[config.mk]
export PLATFORM = sky130hd
export DESIGN_NAME = multi_lane_score_engine_flat
export DESIGN_NICKNAME = d
export VERILOG_FILES = /design/src/rtl/multi_lane_score_engine_if.sv /design/src/rtl/multi_lane_score_engine.sv /design/src/flat_wrapper.sv
export SDC_FILE = /design/constraint.sdc
export NUM_CORES = 1
export LEC_CHECK = 0
export CAP_MARGIN = 25
export CORE_ASPECT_RATIO = 1.2
export CORE_MARGIN = 2
export CORE_UTILIZATION = 28
export DETAILED_ROUTE_END_ITERATION = 8
export PLACE_DENSITY = 0.55
export SETUP_SLACK_MARGIN = 0.1
export SLEW_MARGIN = 0
export SYNTH_ARGS = -nofsm -noshare
export SYNTH_HDL_FRONTEND = slang
export SYNTH_SLANG_ARGS = --single-unit
export TNS_END_PERCENT = 50
[constraint.sdc]
create_clock -name clk -period 4.9 [get_ports clk]
set_clock_uncertainty 0.05 [all_clocks]
set_input_delay 1.225 -clock clk [delete_from_list [all_inputs] [get_ports clk]]
set_output_delay 1.225 -clock clk [all_outputs]
set_load 0.03 [all_outputs]
[src/rtl/multi_lane_score_engine_if.sv]
// Judgement/statistics bundle between the note judge and the score engine.
// Master drives game state and lane hits; slave returns game statistics.
interface multi_lane_score_engine_if #(
    parameter int LANES   = 4,
    parameter int SCORE_W = 16,
    parameter int COMBO_W = 8
);
    logic [1:0]           game_state;
    logic [LANES-1:0]     hit_valid;
    logic [2*LANES-1:0]   hit_grade;
    logic [SCORE_W-1:0]   score;
    logic [COMBO_W-1:0]   combo;
    logic [COMBO_W-1:0]   max_combo;
    logic [4:0]           multiplier;
    logic                 score_sat;

    modport master (
        output game_state, hit_valid, hit_grade,
        input  score, combo, max_combo, multiplier, score_sat
    );

    modport slave (
        input  game_state, hit_valid, hit_grade,
        output score, combo, max_combo, multiplier, score_sat
    );
endinterface

[src/rtl/multi_lane_score_engine.sv]
// Two-stage multi-lane score/combo engine for the rhythm-game datapath.
// Stage 1 sums lane points, stage 2 applies multiplier, combo and clamps.
module multi_lane_score_engine #(
    parameter int LANES       = 4,
    parameter int SCORE_W     = 16,
    parameter int COMBO_W     = 8,
    parameter int BAND        = 16,
    parameter int MAX_MULT    = 17,
    parameter int PTS_GOOD    = 1,
    parameter int PTS_GREAT   = 2,
    parameter int PTS_PERFECT = 4
) (
    input  logic clk,
    input  logic reset,
    multi_lane_score_engine_if.slave bus
);
    localparam int PW  = $clog2(LANES * PTS_PERFECT + 1);
    localparam int CW  = $clog2(LANES + 1);
    localparam int AW  = PW + 5;
    localparam int SW  = SCORE_W + 1;
    localparam int BSH = $clog2(BAND);
    localparam logic [1:0] GS_PLAY = 2'd2;
    localparam logic [SCORE_W-1:0] SCORE_MAX = '1;
    localparam logic [COMBO_W-1:0] COMBO_MAX = '1;

    logic [1:0]         gs_q;
    logic               s1_valid_q;
    logic [PW-1:0]      s1_pts_q;
    logic [CW-1:0]      s1_cnt_q;
    logic               s1_miss_q;
    logic [SCORE_W-1:0] score_q;
    logic [COMBO_W-1:0] combo_q;
    logic [COMBO_W-1:0] max_combo_q;
    logic               sat_q;

    logic               play;
    logic               entry;
    logic [PW-1:0]      pts_d;
    logic [CW-1:0]      cnt_d;
    logic               miss_d;
    logic               valid_d;
    logic [1:0]         grade;
    logic [COMBO_W:0]   mult_raw;
    logic [4:0]         mult;
    logic [AW-1:0]      add;
    logic [SW-1:0]      score_sum;
    logic [SCORE_W-1:0] score_d;
    logic               sat_hit;
    logic [COMBO_W:0]   combo_sum;
    logic [COMBO_W-1:0] combo_d;
    logic [COMBO_W-1:0] max_combo_d;

    assign play  = (bus.game_state == GS_PLAY);
    assign entry = play && (gs_q != GS_PLAY);

    // Stage-1 combinational lane reduction over accepted lanes.
    always_comb begin
        pts_d   = '0;
        cnt_d   = '0;
        miss_d  = 1'b0;
        valid_d = 1'b0;
        grade   = 2'b00;
        for (int i = 0; i < LANES; i++) begin
            grade = bus.hit_grade[2*i +: 2];
            if (play && bus.hit_valid[i]) begin
                valid_d = 1'b1;
                case (grade)
                    2'b01:   pts_d = pts_d + PW'(PTS_GOOD);
                    2'b10:   pts_d = pts_d + PW'(PTS_GREAT);
                    2'b11:   pts_d = pts_d + PW'(PTS_PERFECT);
                    default: miss_d = 1'b1;
                endcase
                if (grade != 2'b00) begin
                    cnt_d = cnt_d + CW'(1);
                end
            end
        end
    end

    // Multiplier decoded from the combo register, clamped to the ceiling.
    always_comb begin
        mult_raw = {1'b0, combo_q >> BSH} + (COMBO_W+1)'(1);
        if (mult_raw > (COMBO_W+1)'(MAX_MULT)) begin
            mult = 5'(MAX_MULT);
        end else begin
            mult = 5'(mult_raw);
        end
    end

    // Stage-2 next-state: saturating score, combo and max combo.
    always_comb begin
        add       = AW'(s1_pts_q) * AW'(mult);
        score_sum = {1'b0, score_q} + SW'(add);
        sat_hit   = score_sum[SW-1];
        score_d   = sat_hit ? SCORE_MAX : score_sum[SCORE_W-1:0];
        combo_sum = {1'b0, combo_q} + (COMBO_W+1)'(s1_cnt_q);
        if (s1_miss_q) begin
            combo_d = '0;
        end else if (combo_sum[COMBO_W]) begin
            combo_d = COMBO_MAX;
        end else begin
            combo_d = combo_sum[COMBO_W-1:0];
        end
        max_combo_d = (combo_d > max_combo_q) ? combo_d : max_combo_q;
    end

    // Game-state history and stage-1 pipeline registers.
    always_ff @(posedge clk) begin
        if (reset) begin
            gs_q       <= 2'd0;
            s1_valid_q <= 1'b0;
            s1_pts_q   <= '0;
            s1_cnt_q   <= '0;
            s1_miss_q  <= 1'b0;
        end else begin
            gs_q       <= bus.game_state;
            s1_valid_q <= valid_d;
            s1_pts_q   <= pts_d;
            s1_cnt_q   <= cnt_d;
            s1_miss_q  <= miss_d;
        end
    end

    // Statistics registers: cleared on game entry, updated by stage 2.
    always_ff @(posedge clk) begin
        if (reset || entry) begin
            score_q     <= '0;
            combo_q     <= '0;
            max_combo_q <= '0;
            sat_q       <= 1'b0;
        end else if (s1_valid_q) begin
            score_q     <= score_d;
            combo_q     <= combo_d;
            max_combo_q <= max_combo_d;
            sat_q       <= sat_q | sat_hit;
        end
    end

    assign bus.score      = score_q;
    assign bus.combo      = combo_q;
    assign bus.max_combo  = max_combo_q;
    assign bus.multiplier = mult;
    assign bus.score_sat  = sat_q;
endmodule

[src/flat_wrapper.sv]
// flat-port wrapper written by rule: the top's interface ports become plain ports
module multi_lane_score_engine_flat 
#(
    parameter int LANES       = 4,
    parameter int SCORE_W     = 16,
    parameter int COMBO_W     = 8,
    parameter int BAND        = 16,
    parameter int MAX_MULT    = 17,
    parameter int PTS_GOOD    = 1,
    parameter int PTS_GREAT   = 2,
    parameter int PTS_PERFECT = 4
)
  (clk, reset, bus_game_state, bus_hit_valid, bus_hit_grade, bus_score, bus_combo, bus_max_combo, bus_multiplier, bus_score_sat);
  multi_lane_score_engine_if #(.LANES(LANES), .SCORE_W(SCORE_W), .COMBO_W(COMBO_W)) bus_i ();
  input  logic clk;
  input  logic reset;
  input wire logic [$bits(bus_i.game_state)-1:0] bus_game_state;
  input wire logic [$bits(bus_i.hit_valid)-1:0] bus_hit_valid;
  input wire logic [$bits(bus_i.hit_grade)-1:0] bus_hit_grade;
  output wire logic [$bits(bus_i.score)-1:0] bus_score;
  output wire logic [$bits(bus_i.combo)-1:0] bus_combo;
  output wire logic [$bits(bus_i.max_combo)-1:0] bus_max_combo;
  output wire logic [$bits(bus_i.multiplier)-1:0] bus_multiplier;
  output wire logic [$bits(bus_i.score_sat)-1:0] bus_score_sat;
  assign bus_i.game_state = bus_game_state;
  assign bus_i.hit_valid = bus_hit_valid;
  assign bus_i.hit_grade = bus_hit_grade;
  assign bus_score = bus_i.score;
  assign bus_combo = bus_i.combo;
  assign bus_max_combo = bus_i.max_combo;
  assign bus_multiplier = bus_i.multiplier;
  assign bus_score_sat = bus_i.score_sat;
  multi_lane_score_engine #(.LANES(LANES), .SCORE_W(SCORE_W), .COMBO_W(COMBO_W), .BAND(BAND), .MAX_MULT(MAX_MULT), .PTS_GOOD(PTS_GOOD), .PTS_GREAT(PTS_GREAT), .PTS_PERFECT(PTS_PERFECT)) u_core (.clk(clk), .reset(reset), .bus(bus_i));
endmodule
After elaboration in Yosys (flattened, before gate mapping):

Cells that the tools add are included.

* bitwise gates (word level): 1
* reductions and logical operators: 15
* mux-type cells: 32
* $add $sub $neg: 15
* $lt $le $gt $ge: 2
* equal/unequal tests: 14
* multipliers: 1

Operators with widths (count)
* $pmux 5 s3: 3
* $mux 3: 8
* $mux 5: 4
* $eq 2x2->1 const B: 9
* $add 16x10->17: 1
* $mux 16: 1
* $mux 8: 2
* $mux 1: 13
* $reduce_or 3->1: 4
* $add 5x1->5 const B: 2
* $add 5x2->5 const B: 2
* $add 5x3->5 const B: 2
* $mul 5x5->10: 1
* $add 3x1->3 const B: 3
* $add 8x3->9: 1
* $gt 9x5->1 const B: 1
* $pmux 3 s3: 1
* $eq 2x1->1 const B: 4
* $gt 8x8->1: 1
* $reduce_bool 2->1: 4
* $add 4x1->5 const B: 1
* $logic_and 1x1->1: 5
* $add 3x1->4 const B: 1
* $add 3x2->4 const B: 1
* 5 further kinds: 5

* register bits: 45
* word-level logic and storage cells: 89
* input bits: 16
* output and inout port bits: 38

Depth between registers and ports, before layout:

* depth after elaboration: 12
* mapped depth: 24
* mapped depth without buffers: 22

Worst setup path after synthesis:

Ideal clock, no wire load.

* kind: register -> register
* start: reg u_core.combo_q[4], in the netlist u_core.bus.combo[4]
* end: reg u_core.score_q[0], in the netlist u_core.bus.score[0]
* library setup time: 0.128 ns
* data required time: 4.722 ns
* buffers on the path: 2
* arrival time: 5.846 ns
* path slack: -1.124 ns
* stages on the path, launching flop included: 19
* period minus slack after synthesis: 6.024 ns
* path through: dfxtp_1 > clkbuf_1 > inv_1 > o41ai_1 > nand2_1 > fa_1 > fa_1 > inv_1 > fa_1 > ha_1 > nor2b_1 > o21ai_0 > a21boi_0 > o21a_1 > o211a_1 > o2111ai_1 > and2_1 > clkbuf_1 > a21oi_1

* cells in the longest elaborated chain, start to end: 6

Ends and longest elaborated chain
* from (decl): line multi_lane_score_engine.sv:32 `logic [COMBO_W-1:0] combo_q;`
* from (signal assigned): line multi_lane_score_engine.sv:133 `combo_q <= combo_d;`
* $add 4x1->5 (*): line multi_lane_score_engine.sv:82 `mult_raw = {1'b0, combo_q >> BSH} + (COMBO_W+1)'(1);`
* $gt 9x5->1: line multi_lane_score_engine.sv:83 `if (mult_raw > (COMBO_W+1)'(MAX_MULT)) begin`
* $mux 5 (*): line multi_lane_score_engine.sv:83
* net bus_multiplier[3]: line flat_wrapper.sv:23 `output wire logic [$bits(bus_i.multiplier)-1:0] bus_multiplier;`
* $mul 5x5->10 (*): line multi_lane_score_engine.sv:92 `add = AW'(s1_pts_q) * AW'(mult);`
* $add 16x10->17 (*): line multi_lane_score_engine.sv:93 `score_sum = {1'b0, score_q} + SW'(add);`
* $mux 16 (*): line multi_lane_score_engine.sv:95 `score_d = sat_hit ? SCORE_MAX : score_sum[SCORE_W-1:0];`
* to (signal assigned): line multi_lane_score_engine.sv:132 `score_q <= score_d;`
* to (decl): line multi_lane_score_engine.sv:31 `logic [SCORE_W-1:0] score_q;`

The timed path passes the listed nets; every way through them passes the cells marked *.
A chain may end at the register's enable or synchronous reset.

Worst setup path in the final report:

* start: in bus_hit_valid[0]
* end: reg u_core.s1_pts_q[3]

* cells in the longest elaborated chain, start to end: 11
* elaborated cells on any way between the ends: 17
* those cells by class: 9 x add/sub; 7 x mux; 1 x reduce/logical

Ends and longest elaborated chain
* from (decl): line flat_wrapper.sv:18 `input wire logic [$bits(bus_i.hit_valid)-1:0] bus_hit_valid;`
* $logic_and 1x1->1 (*): line multi_lane_score_engine.sv:65 `if (play && bus.hit_valid[i]) begin`
* $mux 3 (*): line multi_lane_score_engine.sv:65
* $add 3x3->4 (tied with other cells): line multi_lane_score_engine.sv:70 `2'b11: pts_d = pts_d + PW'(PTS_PERFECT);`
* $pmux 5 s3: line multi_lane_score_engine.sv:67 `case (grade)`
* $mux 5 (*): line multi_lane_score_engine.sv:65
* $add 5x3->5 (tied with other cells): line multi_lane_score_engine.sv:70
* $pmux 5 s3: line multi_lane_score_engine.sv:67
* $mux 5 (*): line multi_lane_score_engine.sv:65
* $add 5x3->5 (tied with other cells): line multi_lane_score_engine.sv:70
* $pmux 5 s3: line multi_lane_score_engine.sv:67
* $mux 5 (*): line multi_lane_score_engine.sv:65
* to (signal assigned): line multi_lane_score_engine.sv:118 `s1_pts_q <= pts_d;`
* to (decl): line multi_lane_score_engine.sv:28 `logic [PW-1:0] s1_pts_q;`

Every way passes the cells marked *; elsewhere a longest branch is shown, timed or not.

==> reports/metrics.cfg <==
[global_routing]
track_usage = 0.129
antenna_found_initial = 0
grt_pass1_vias = 3500
grt_overflow_total = 0
grt_pass1_wl_um = 16400
grt_max_degree = 26

[cts]
cts_made_buffers = 5
cts_tree = done
path_clk_slew_ps = 60
clock_latency_ps = 290
cts-root-buf = clkbuf_16
htree_levels = 2
clk_path_buf_depth = 2
clock-sinks = 45

[synthesis]
synth_edf_count = 0
syn_inst = 508
synth_cell_types = 56
synth_top_area_frac = 0.221
yosysTopAreaCell = dfxtp_1
async_reset_ff_frac = 0
ys_ff_latch = 45
synth_flop_cell = dfxtp_1
avgSynthCellArea_sq_um = 8.01
synth.area.top_cells = dfxtp_1 (22%), ha_1 (14%), fa_1 (8.9%)
syn_nets = 586
seq_area_frac_synth = 0.221
yosysWarnings = 0
synth_area_sq_um = 4070

[cells_and_area]
drive_gt1_frac = 0.125
layout_common_cells = inv_1 (58), clkdlybuf4s50_1 (53), nor2_1 (48)
syn_to_final_growth_pct = 29.5
n_antenna_cell = 0
final_common_cell = inv_1
final_area_sq_um = 5270
fin_nets = 653
utilization = 0.369

[power]
p_sw_mw = 0.222
seqPwrFrac = 0.438
switching_share = 0.256
power_density_nw_per_um2 = 165
p_int_mw = 0.646
clock_power_share = 0.409
combPwrFrac = 0.152
leakage_nw = 2.30
vdd_drop_max_mv = 0.101

[timing]
setup_viol = 0
fmax_mhz = 215
period_share = 0.947
period_needed_ps = 4640
tightest_slew_ps = 964
hold_viol = 0
rsz0062_at_grt = yes
relSlewSlack = 0.358
maxSlewViolCount = 0

[critical_path]
crit_type = input pin to flop
critPathLaunchType = input pin
arrival_ps = 4760
worstSetupEndpointType = flop
rrSetupSlack_ps = 280
cp.required_ps = 5020
path_max_fanout = 5

[floorplanning]
fp-row-count = 48
start_util = 0.285
fp.dieH_um = 136
die_area_sq_um = 15500
core_sq_um = 14300
dieWidth_um = 114
ioPinCount = 54

[detailed_routing]
routed_wl_um = 9800
via_per_inst = 4.85
first_pass_iters = 4
drc = 0
wl_per_cell_um = 13.1
drtAntennaViolNets = 0
drt_iter0_markers = 133
vias = 3639

[outcome]
outcome = complete, no violations

[placement]
dpl-instance-area_sq_um = 4980
io_buffers = 53
routabilityCongestion = 0.848
dp_hpwl_um = 7940

[hold_path]
hold_class = flop to flop

[run]
cap_violations = 0

[cells by family (layout without fill, tap and decap cells)]
kind of cell,after synthesis,in the layout,synth area share
fa+ha+maj,62,62,0.224
simple gates,162,162,0.198
buf+inv,83,151,0.0787
xor+xnor,18,18,0.0387
compound gates,112,112,0.173
flops,45,45,0.221
mux,26,26,0.0655
[synth_stat cells, types with 3 or more instances]
| library cell | n |
|---|---|
| o211ai_1 | 5 |
| nand3b_1 | 3 |
| nor3_1 | 5 |
| a311oi_1 | 4 |
| nand4_1 | 6 |
| a211oi_1 | 3 |
| clkbuf_1 | 21 |
| a31oi_1 | 4 |
| fa_1 | 18 |
| and2_1 | 24 |
| a21oi_1 | 40 |
| nor2_1 | 48 |
| nand3_1 | 7 |
| inv_1 | 59 |
| xnor2_1 | 8 |
| o21a_1 | 3 |
| dfxtp_1 | 45 |
| a21o_1 | 6 |
| mux2i_1 | 24 |
| o211a_1 | 3 |
| nor2b_1 | 8 |
| o21ai_0 | 26 |
| ha_1 | 44 |
| nand2_1 | 39 |
| and3_1 | 5 |
| xor2_1 | 10 |
[worst paths after layout]
path | to | cells past startpoint | from
setup reg to reg | u_core.bus.score[14]$_SDFFE_PP0P_ | 21 | u_core.bus.combo[4]$_SDFFE_PP0P_
hold reg to reg | u_core.bus.score_sat$_SDFFE_PP0P_ | 2 | u_core.bus.score_sat$_SDFFE_PP0P_
setup / recovery | u_core.s1_pts_q[3]$_SDFF_PP0_ | 18 | bus_hit_valid[0]
hold / removal | u_core.bus.score_sat$_SDFFE_PP0P_ | 2 | u_core.bus.score_sat$_SDFFE_PP0P_
[per-layer routing]
metal	up-vias	wire length, um	global-route usage
met2	50	5060	0.229
li1	1865	-	-
met1	1713	4290	0.160
met3	11	274	0.0143
met5	-	0	0
met4	0	179	0.0461
[per-stage QoR]
step / TNS, ps / setup WS, ps / total power [mW] / instances / hold slack, ps
after global routing: 0 / 37.1 / 0.912 / 751 / 441
after global placement: 0 / 23.0 / 0.517 / 737 / 386
after floorplan: 0 / 105 / 0.468 / 508 / 521
final: 0 / 259 / 0.869 / 751 / 397
after detailed placement: -109 / -109 / 0.519 / 737 / 388
after CTS: 0 / 112 / 0.884 / 745 / 401
[state kept, by name (all words and copies together) (netlist names)]
register / flops
u_core.bus.score: 16
u_core.bus.combo: 8
u_core.bus.max_combo: 8
u_core.s1_pts_q: 5
u_core.s1_cnt_q: 3
u_core.gs_q: 2
u_core.bus.score_sat: 1
u_core.s1_miss_q: 1
u_core.s1_valid_q: 1
[worst max-delay path: stages]
cell and delay [ps]:
clkdlybuf4s50_1 550, nand3b_1 140, nor3b_2 250, ha_1 260, nor2b_1 130, a32oi_2 210, o31ai_1 110, or2_4 250
ha_1 220, nand2_1 100, xnor2_1 120, a21oi_1 90, a311oi_1 360, ha_1 300, nor3_1 180, nor2_1 70
o21ai_0 100, mux2i_1 90
[power by group through the flow]
stage | Combinational [mW] | Clock [mW] | Sequential, mW
after detailed placement | 0.128 | 0 | 0.390
after floorplan | 0.0763 | 0 | 0.392
after global routing | 0.148 | 0.382 | 0.382
final | 0.132 | 0.356 | 0.381
after CTS | 0.130 | 0.372 | 0.382
after global placement | 0.126 | 0 | 0.390
[layout make-up]
cell class | count | area, sq um
clock buffer | 7 | 153
timing repair buffer | 84 | 783
tap | 175 | 219
sequential | 45 | 912
multi-input combinational | 380 | 2970
clock inverter | 1 | 5.00
fill | 1463 | 9030
inverter | 59 | 221
[repair_timing]
action,in CTS,in global routing
buffers inserted,0,5
pin swaps,0,11
gates resized for setup,3,17
gates cloned,0,0
hold buffers,0,0
endpoints found under the setup margin,13,19
Note: power is estimated with default switching activity, not from simulation.
